## src/rtl/qdr_dly_sequencer_if.sv

```systemverilog
// rtl/qdr_dly_sequencer_if.sv - command handshake and IODELAY line bundle for the QDR tap sequencer
interface qdr_dly_sequencer_if #(
  parameter int N_IN  = 36,
  parameter int N_OUT = 37,
  parameter int TAP_W = 5
);
  logic                          cmd_valid;
  logic                          cmd_ready;
  logic [1:0]                    cmd_op;
  logic                          cmd_bank;
  logic [5:0]                    cmd_bit;
  logic                          cmd_dir;
  logic [5:0]                    cmd_count;
  logic                          busy;
  logic                          done;
  logic                          sat;
  logic                          err;
  logic [N_IN-1:0]               dly_en_i;
  logic [N_OUT-1:0]              dly_en_o;
  logic                          dly_inc_dec;
  logic [TAP_W*(N_IN+N_OUT)-1:0] dly_cntrs;

  modport master (
    output cmd_valid, cmd_op, cmd_bank, cmd_bit, cmd_dir, cmd_count,
    input  cmd_ready, busy, done, sat, err, dly_en_i, dly_en_o, dly_inc_dec, dly_cntrs
  );

  modport slave (
    input  cmd_valid, cmd_op, cmd_bank, cmd_bit, cmd_dir, cmd_count,
    output cmd_ready, busy, done, sat, err, dly_en_i, dly_en_o, dly_inc_dec, dly_cntrs
  );
endinterface

```

## src/rtl/qdr_dly_sequencer.sv

```systemverilog
// rtl/qdr_dly_sequencer.sv - QDR IODELAY tap sequencer: spaced inc/dec pulses with shadow tap counters
module qdr_dly_sequencer #(
  parameter int N_IN  = 36,
  parameter int N_OUT = 37,
  parameter int TAP_W = 5,
  parameter int GAP   = 3
) (
  input  logic               clk_i,
  input  logic               rst_i,
  qdr_dly_sequencer_if.slave bus
);
  localparam int N_TOT = N_IN + N_OUT;
  localparam int LIN_W = $clog2(N_IN + 64);

  localparam logic [TAP_W-1:0] TAP_MAX     = '1;
  localparam logic [5:0]       BIT_LIM_IN  = 6'(N_IN);
  localparam logic [5:0]       BIT_LIM_OUT = 6'(N_OUT);
  localparam logic [5:0]       SET_LIM     = 6'(TAP_MAX);
  localparam logic [LIN_W-1:0] LIN_OUT0    = LIN_W'(N_IN);
  localparam logic [LIN_W-1:0] LIN_END     = LIN_W'(N_TOT);
  localparam logic [3:0]       GAP_LAST    = 4'(GAP - 1);

  localparam logic [1:0] OP_STEP = 2'b00;
  localparam logic [1:0] OP_SET  = 2'b01;
  localparam logic [1:0] OP_ZERO = 2'b10;
  localparam logic [1:0] OP_RSVD = 2'b11;

  typedef enum logic [2:0] {
    S_IDLE,
    S_CHECK,
    S_SETUP,
    S_PULSE,
    S_GAP,
    S_DONE
  } state_e;

  state_e           state_q, state_d;
  logic [1:0]       op_q, op_d;
  logic             bank_q, bank_d;
  logic [5:0]       bit_q, bit_d;
  logic             dir_q, dir_d;
  logic [5:0]       cnt_q, cnt_d;
  logic [LIN_W-1:0] lin_q, lin_d;
  logic [3:0]       gap_q, gap_d;
  logic             inc_dec_q, inc_dec_d;
  logic             sat_q, sat_d;
  logic             err_q, err_d;
  logic [TAP_W-1:0] tap_q [N_TOT];

  logic [TAP_W-1:0] cur_tap;
  logic [N_TOT-1:0] en_all;
  logic             ready;
  logic             reject;
  logic             at_limit;

  // lin_q is a flat line number: inputs first, outputs from N_IN upward
  always_comb begin
    cur_tap = '0;
    for (int l = 0; l < N_TOT; l++) begin
      if (lin_q == LIN_W'(l)) begin
        cur_tap = tap_q[l];
      end
    end
  end

  assign ready    = (state_q == S_IDLE) && !rst_i;
  assign reject   = (!bank_q && (bit_q >= BIT_LIM_IN)) ||
                    (bank_q && (bit_q >= BIT_LIM_OUT)) ||
                    (op_q == OP_RSVD) ||
                    ((op_q == OP_SET) && (cnt_q > SET_LIM));
  assign at_limit = dir_q ? (cur_tap == TAP_MAX) : (cur_tap == '0);

  always_comb begin
    state_d   = state_q;
    op_d      = op_q;
    bank_d    = bank_q;
    bit_d     = bit_q;
    dir_d     = dir_q;
    cnt_d     = cnt_q;
    lin_d     = lin_q;
    gap_d     = gap_q;
    inc_dec_d = inc_dec_q;
    sat_d     = sat_q;
    err_d     = err_q;

    unique case (state_q)
      S_IDLE: begin
        if (bus.cmd_valid && ready) begin
          op_d    = bus.cmd_op;
          bank_d  = bus.cmd_bank;
          bit_d   = bus.cmd_bit;
          dir_d   = bus.cmd_dir;
          cnt_d   = bus.cmd_count;
          sat_d   = 1'b0;
          err_d   = 1'b0;
          if (bus.cmd_op == OP_ZERO) begin
            lin_d = '0;
          end else if (bus.cmd_bank) begin
            lin_d = LIN_OUT0 + LIN_W'(bus.cmd_bit);
          end else begin
            lin_d = LIN_W'(bus.cmd_bit);
          end
          state_d = S_CHECK;
        end
      end

      S_CHECK: begin
        if (reject) begin
          err_d   = 1'b1;
          state_d = S_DONE;
        end else begin
          unique case (op_q)
            OP_STEP: begin
              if (cnt_q == '0) begin
                state_d = S_DONE;
              end else if (at_limit) begin
                sat_d   = 1'b1;
                state_d = S_DONE;
              end else begin
                inc_dec_d = dir_q;
                state_d   = S_SETUP;
              end
            end
            OP_SET: begin
              if (6'(cur_tap) == cnt_q) begin
                state_d = S_DONE;
              end else begin
                inc_dec_d = (6'(cur_tap) < cnt_q);
                state_d   = S_SETUP;
              end
            end
            default: begin
              // ZERO_ALL walks every line, spending one CHECK cycle on lines already at zero
              if (lin_q >= LIN_END) begin
                state_d = S_DONE;
              end else if (cur_tap == '0) begin
                lin_d = lin_q + 1'b1;
              end else begin
                inc_dec_d = 1'b0;
                state_d   = S_SETUP;
              end
            end
          endcase
        end
      end

      S_SETUP: state_d = S_PULSE;

      S_PULSE: begin
        gap_d   = GAP_LAST;
        state_d = S_GAP;
        if (op_q == OP_STEP) begin
          cnt_d = cnt_q - 1'b1;
        end
      end

      S_GAP: begin
        if (gap_q == '0) begin
          state_d = S_CHECK;
        end else begin
          gap_d = gap_q - 1'b1;
        end
      end

      S_DONE:  state_d = S_IDLE;

      default: state_d = S_IDLE;
    endcase
  end

  always_ff @(posedge clk_i) begin
    if (rst_i) begin
      state_q   <= S_IDLE;
      op_q      <= '0;
      bank_q    <= 1'b0;
      bit_q     <= '0;
      dir_q     <= 1'b0;
      cnt_q     <= '0;
      lin_q     <= '0;
      gap_q     <= '0;
      inc_dec_q <= 1'b0;
      sat_q     <= 1'b0;
      err_q     <= 1'b0;
      for (int l = 0; l < N_TOT; l++) begin
        tap_q[l] <= '0;
      end
    end else begin
      state_q   <= state_d;
      op_q      <= op_d;
      bank_q    <= bank_d;
      bit_q     <= bit_d;
      dir_q     <= dir_d;
      cnt_q     <= cnt_d;
      lin_q     <= lin_d;
      gap_q     <= gap_d;
      inc_dec_q <= inc_dec_d;
      sat_q     <= sat_d;
      err_q     <= err_d;
      // CHECK has already guaranteed the pulsed line stays inside 0..TAP_MAX
      if (state_q == S_PULSE) begin
        for (int l = 0; l < N_TOT; l++) begin
          if (lin_q == LIN_W'(l)) begin
            tap_q[l] <= inc_dec_q ? tap_q[l] + 1'b1 : tap_q[l] - 1'b1;
          end
        end
      end
    end
  end

  always_comb begin
    en_all = '0;
    if (state_q == S_PULSE) begin
      for (int l = 0; l < N_TOT; l++) begin
        if (lin_q == LIN_W'(l)) begin
          en_all[l] = 1'b1;
        end
      end
    end
  end

  assign bus.cmd_ready   = ready;
  assign bus.busy        = (state_q != S_IDLE);
  assign bus.done        = (state_q == S_DONE);
  assign bus.sat         = sat_q;
  assign bus.err         = err_q;
  assign bus.dly_inc_dec = inc_dec_q;
  assign bus.dly_en_i    = en_all[N_IN-1:0];
  assign bus.dly_en_o    = en_all[N_TOT-1:N_IN];

  for (genvar g = 0; g < N_TOT; g++) begin : g_pack
    assign bus.dly_cntrs[TAP_W*g +: TAP_W] = tap_q[g];
  end
endmodule

```

## src/flat_wrapper.sv

```systemverilog
// flat-port wrapper written by rule: the top's interface ports become plain ports
module qdr_dly_sequencer_flat 
#(
  parameter int N_IN  = 36,
  parameter int N_OUT = 37,
  parameter int TAP_W = 5,
  parameter int GAP   = 3
)
  (clk_i, rst_i, bus_cmd_valid, bus_cmd_op, bus_cmd_bank, bus_cmd_bit, bus_cmd_dir, bus_cmd_count, bus_cmd_ready, bus_busy, bus_done, bus_sat, bus_err, bus_dly_en_i, bus_dly_en_o, bus_dly_inc_dec, bus_dly_cntrs);
  qdr_dly_sequencer_if #(.N_IN(N_IN), .N_OUT(N_OUT), .TAP_W(TAP_W)) bus_i ();
  input  logic clk_i;
  input  logic rst_i;
  input wire logic [$bits(bus_i.cmd_valid)-1:0] bus_cmd_valid;
  input wire logic [$bits(bus_i.cmd_op)-1:0] bus_cmd_op;
  input wire logic [$bits(bus_i.cmd_bank)-1:0] bus_cmd_bank;
  input wire logic [$bits(bus_i.cmd_bit)-1:0] bus_cmd_bit;
  input wire logic [$bits(bus_i.cmd_dir)-1:0] bus_cmd_dir;
  input wire logic [$bits(bus_i.cmd_count)-1:0] bus_cmd_count;
  output wire logic [$bits(bus_i.cmd_ready)-1:0] bus_cmd_ready;
  output wire logic [$bits(bus_i.busy)-1:0] bus_busy;
  output wire logic [$bits(bus_i.done)-1:0] bus_done;
  output wire logic [$bits(bus_i.sat)-1:0] bus_sat;
  output wire logic [$bits(bus_i.err)-1:0] bus_err;
  output wire logic [$bits(bus_i.dly_en_i)-1:0] bus_dly_en_i;
  output wire logic [$bits(bus_i.dly_en_o)-1:0] bus_dly_en_o;
  output wire logic [$bits(bus_i.dly_inc_dec)-1:0] bus_dly_inc_dec;
  output wire logic [$bits(bus_i.dly_cntrs)-1:0] bus_dly_cntrs;
  assign bus_i.cmd_valid = bus_cmd_valid;
  assign bus_i.cmd_op = bus_cmd_op;
  assign bus_i.cmd_bank = bus_cmd_bank;
  assign bus_i.cmd_bit = bus_cmd_bit;
  assign bus_i.cmd_dir = bus_cmd_dir;
  assign bus_i.cmd_count = bus_cmd_count;
  assign bus_cmd_ready = bus_i.cmd_ready;
  assign bus_busy = bus_i.busy;
  assign bus_done = bus_i.done;
  assign bus_sat = bus_i.sat;
  assign bus_err = bus_i.err;
  assign bus_dly_en_i = bus_i.dly_en_i;
  assign bus_dly_en_o = bus_i.dly_en_o;
  assign bus_dly_inc_dec = bus_i.dly_inc_dec;
  assign bus_dly_cntrs = bus_i.dly_cntrs;
  qdr_dly_sequencer #(.N_IN(N_IN), .N_OUT(N_OUT), .TAP_W(TAP_W), .GAP(GAP)) u_core (.clk_i(clk_i), .rst_i(rst_i), .bus(bus_i));
endmodule
```

## config.mk

```make
export PLATFORM = sky130hd
export DESIGN_NAME = qdr_dly_sequencer_flat
export DESIGN_NICKNAME = d
export VERILOG_FILES = /design/src/rtl/qdr_dly_sequencer_if.sv /design/src/rtl/qdr_dly_sequencer.sv /design/src/flat_wrapper.sv
export SDC_FILE = /design/constraint.sdc
export NUM_CORES = 1
export LEC_CHECK = 0
export BUFFER_PORTS_ARGS = -buffer_cell sky130_fd_sc_hd__buf_4
export CORE_UTILIZATION = 40
export CTS_CLUSTER_SIZE = 30
export DETAILED_ROUTE_END_ITERATION = 10
export PLACE_DENSITY = 0.69
export SLEW_MARGIN = 20
export SYNTH_ARGS = -nofsm -noshare
export SYNTH_HDL_FRONTEND = slang
export SYNTH_SLANG_ARGS = --single-unit
```

## constraint.sdc

```tcl
create_clock -name clk_i -period 7.55 [get_ports clk_i]
set_input_delay 1.51 -clock clk_i [delete_from_list [all_inputs] [get_ports clk_i]]
set_output_delay 1.51 -clock clk_i [all_outputs]
set_load 0.1 [all_outputs]
```

Word-level counts from Yosys, hierarchy flattened

Memory sizes are Yosys's and may differ from the RTL's.
Index checks and enable logic that the tools add are counted.

Bits in registers: 33
Bits in writable memories: 365
Input bits: 19
Memories kept: 1

Memory list:

| memory       | depth | width | read ports | clocked after memory_dff | write ports | RTL line                | RTL |
|---|---|---|---|---|---|---|---|
| u_core.tap_q | 73    | 5     | 73         | 0                        | 73          | qdr_dly_sequencer.sv:48 | `logic [TAP_W-1:0] tap_q [N_TOT];` |

Add/subtract/negate cells: 150
Magnitude comparators: 5
Eq/ne operators: 100
Mux-type cells: 552
Bitwise operators: 74
Reductions and logical operators: 29

Operators by type and width:

| kind                  | count |
|---|---|
| $mux W5               | 219 |
| $add A5 B1 Y5 const B | 73 |
| $sub A5 B1 Y5 const B | 73 |
| $mux W1               | 306 |
| $eq A7 B6 Y1 const B  | 32 |
| $eq A7 B5 Y1 const B  | 16 |
| $mux W73              | 1 |
| $or A1 B1 Y1          | 73 |
| $eq A7 B7 Y1 const B  | 9 |
| $eq A7 B4 Y1 const B  | 8 |
| $mux W7               | 7 |
| $eq A7 B3 Y1 const B  | 4 |
| $mux W3               | 8 |
| $ne A2 B2 Y1 const B  | 9 |
| $pmux W3 S5           | 1 |
| $eq A7 B2 Y1 const B  | 2 |
| $pmux W7 S2           | 1 |
| $ge A6 B6 Y1 const B  | 2 |
| $mux W6               | 2 |
| $ne A2 B1 Y1 const B  | 6 |
| $pmux W6 S2           | 1 |
| $reduce_and A6 Y1     | 2 |
| $reduce_and A3 Y1     | 3 |
| $pmux W4 S2           | 1 |
| 35 further kinds      | 51 |

Logic depth before layout (Yosys ltp)

Depth in word-level cells: 81
Mapped depth: 19
Depth with buffers taken out: 16

Worst setup path after synthesis

Ideal clock, no wire load.

Path kind: flip-flop to flip-flop
Start: register u_core.inc_dec_q (netlist: u_core.bus.dly_inc_dec)
End: memory u_core.tap_q[67][4] (netlist: u_core.tap_q[8][19]), data pin
Data arrival time: 8.277 ns
Data required time: 7.284 ns
Setup slack: -0.993 ns
Cell stages (with the launch flop): 9
Path buffers: 2
Period minus slack after synthesis: 8.543 ns
Cell sequence: dfxtp_1 > clkbuf_1 > buf_1 > inv_1 > ha_1 > a21o_1 > a21oi_1 > xnor2_1 > nor2_1

RTL lines:

| what                   | RTL line                 | RTL |
|---|---|---|
| start, declared        | qdr_dly_sequencer.sv:45  | `logic inc_dec_q, inc_dec_d;` |
| start signal, assigned | qdr_dly_sequencer.sv:196 | `inc_dec_q <= inc_dec_d;` |
| end, declared          | qdr_dly_sequencer.sv:48  |  |

Worst setup path after layout

Start: register u_core.lin_q[1]
End: register u_core.inc_dec_q (netlist: u_core.bus.dly_inc_dec)

Cells in the longest elaborated chain, start to end: 78

RTL lines:

| what                                                                      | RTL line                 | RTL |
|---|---|---|
| start, declared                                                           | qdr_dly_sequencer.sv:43  | `logic [LIN_W-1:0] lin_q, lin_d;` |
| start signal, assigned                                                    | qdr_dly_sequencer.sv:194 | `lin_q <= lin_d;` |
| parallel branches: the longest is 78 deep, another holds $logic_not A7 Y1 | n/a                      |  |

Several ways; the timed one is not identified. The select of a mux whose other input is x is not followed.
A chain may end at the register's enable or synchronous reset.

==> out/metrics.yaml <==
timing:
  fin_skew_ns: 0.02929
  slew_violations: 0
  worst_pin_slew_ns: 1.133
  setup_viol: 0
  slew_headroom: 0.2426
  fin_crit_sh: 0.7454
  fin_ws_ns: 1.922
  fmax_mhz: 177.7
  hold_viol_final: 0
  post-route-min-period_ns: 5.628
  finalSetupTns_ns: 0
  rsz0062_at_grt: "false"
clock_network:
  ctsHoldBuffers: 0
  cts_root_buffer: "clkbuf_16"
  cts_setup_buffers: 0
  insertion_delay_ns: 0.61
  cts_resized: 0
  cts_made_buffers: 47
  clk_pin_slew_ns: 0.07
  clk_path_buf_depth: 3
  cts_sinks: 398
  h-tree-depth: 2
  cts_tree: "built"
power:
  p_per_area_nw_per_um2: 229.9
  power_leakage_nw: 15.09
  vdd_ir_drop_max_v: 0.0001633
logic_synthesis:
  netlist_instances: 3108
  async_flop_share: 0
  synth_nets: 3430
  synth-edff-count: 365
  ys_types: 108
  ys_seq_elements: 398
  syn_avg_cell_area_sq_um: 9.731
  seq_area_frac_synth: 0.3843
  synth_ff_type: "edfxtp_1"
  yosysWarnings: 0
  synth_area_sq_um: 30240
outcome:
  run_status: "finished clean"
route:
  route.detailed.drc: 0
  vias_per_cell: 6.052
  antenna_left: 0
  firstDrtPassIters: 7
  vias: 27320
  drtIter0Drc: 3679
  routed_wl_um: 114800
  wl_per_cell_um: 25.42
place:
  dp_hpwl_um: 89730
  pre_cts_slack_ns: 2.095
  port_buffers: 462
  gp_congestion: 1.006
worst_setup_path:
  cp_max_fo: 18
  start_kind: "flop"
  cp-startpoint: "u_core.lin_q[1]"
  worst-endpoint-required_ns: 8.04
  crit_arrival_ns: 6.12
  r2r_start: "u_core.lin_q[1]"
  end_kind: "flop"
  crit_type: "reg -> reg"
global_routing:
  grt_max_degree: 141
  gr-total-overflow: 0
  grt_pass1_vias: 25620
  grt_pass1_wl_um: 168800
  grt_usage: 0.2909
  antenna_found_initial: 5
finish:
  area.sequential_sq_um: 11630
  layout.cells.most_common: "nor2_1"
  final.fill_count: 6874
  layout_common_cells: "nor2_1, buf_4, edfxtp_1"
  multi_input_area_sq_um: 17680
  nets: 3828
  syn_to_final_growth_pct: 19.33
  drive_gt1_frac: 0.1908
floorplan:
  die_w_um: 277.0
  core_area_sq_um: 74570
  fp.dieArea_sq_um: 76710
  start_util: 0.4056
  rows: 100
  ios: 463
  fp.dieH_um: 277.0
min_path:
  hold_start: "u_core.bit_q[2]"
  hold_class: "reg -> reg"
flow_run:
  max_cap_violations: 0
-- logic make-up after synthesis --
logic type | count (synthesis) | synth area share
XOR/XNOR | 298 | 0.08630
AND/OR/NAND/NOR | 1200 | 0.1965
adder cells (fa/ha/maj) | 303 | 0.1435
AO/OA/AOI/OAI | 680 | 0.1551
flip-flops | 398 | 0.3843
buffers and inverters | 225 | 0.03301
multiplexers | 4 | 0.001365
-- per-stage QoR --
stage	hold WS [ns]	utilization	std cells	area (sq um)	power (mW)
2_1_floorplan	0.4456	-	3108	30250	5.188
3_3_place_gp	0.4597	0.4629	4425	34520	5.909
3_5_place_dp	0.4642	0.4629	4425	34520	5.949
4_1_cts	0.4752	0.4835	4511	36060	8.261
5_1_grt	0.4975	0.4839	4513	36090	8.623
6_report	0.4725	0.4839	4514	36090	8.297
-- sequential cells by signal, indices dropped and copies added, names as in the netlist, 2 cells and up --
signal,flops
u_core.tap_q,365
u_core.lin_q,7
u_core.bit_q,6
u_core.cnt_q,6
u_core.gap_q,4
u_core.state_q,3
u_core.op_q,2
-- Yosys cell counts (50+ instances only) --
library cell	count	area (sq um)
inv_1	87	326.6
nand2_1	157	589.3
clkbuf_1	63	236.5
or2_2	76	475.5
a21oi_1	195	975.9
ha_1	230	2878
a21o_1	151	1134
nand3_1	101	505.5
xor2_1	148	1296
edfxtp_1	365	10960
fa_1	73	1461
buf_2	50	250.2
nor2_1	530	1989
xnor2_1	150	1314
o21ai_0	66	330.3
nor3_1	53	265.3
or3_1	86	538.0
-- routing by layer --
| layer | part of all wire | vias up | global-route usage |
|---|---|---|---|
| met2 | 0.46 | 1600 | 0.4611 |
| li1 | - | 12200 | - |
| met5 | 0.00022 | - | 0 |
| met4 | 0.039 | 4 | 0.1036 |
| met1 | 0.39 | 13220 | 0.3842 |
| met3 | 0.11 | 293 | 0.07289 |
-- final timing paths --
check / endpoint / slack [ns] / cells after the start
setup / recovery: u_core.bus.dly_inc_dec / 1.92 / 17
hold / removal: u_core.bit_q[2] / 0.47 / 2
setup reg to reg: u_core.bus.dly_inc_dec / 1.92 / 17
hold reg to reg: u_core.bit_q[2] / 0.47 / 2
-- power breakdown --
group / leakage (nW) / total, mW / switching (mW) / internal [mW]
sequential: 4.03 / 2.83 / 0.280 / 2.55
combinational: 10.3 / 3.15 / 2.12 / 1.02
clock: 0.742 / 2.32 / 0.957 / 1.37
-- cell type report --
class	count	area share
Antenna cell	2	0.0001387
Clock buffer	65	0.03588
Clock inverter	21	0.006657
Inverter	87	0.009153
Multi-Input combinational cell	2485	0.4900
Sequential cell	398	0.3222
Tap cell	969	0.03360
Timing Repair Buffer	487	0.1023
-- critical path, stage by stage, from the launching register on --
cell and delay [ns]:
dfxtp_1 0.37, inv_1 0.14, ha_1 0.76, buf_4 0.32, and4bb_1 0.38, and2_1 0.36, a221oi_1 0.16, a211oi_1 0.52
o311ai_0 0.32, a211oi_1 0.55, o31a_2 0.34, or2_2 0.14, ha_1 0.22, nand4_1 0.13, o41ai_2 0.12, a2111oi_4 0.33
a211oi_1 0.13, a41o_1 0.23
Note: power is estimated with default switching activity, not from simulation.
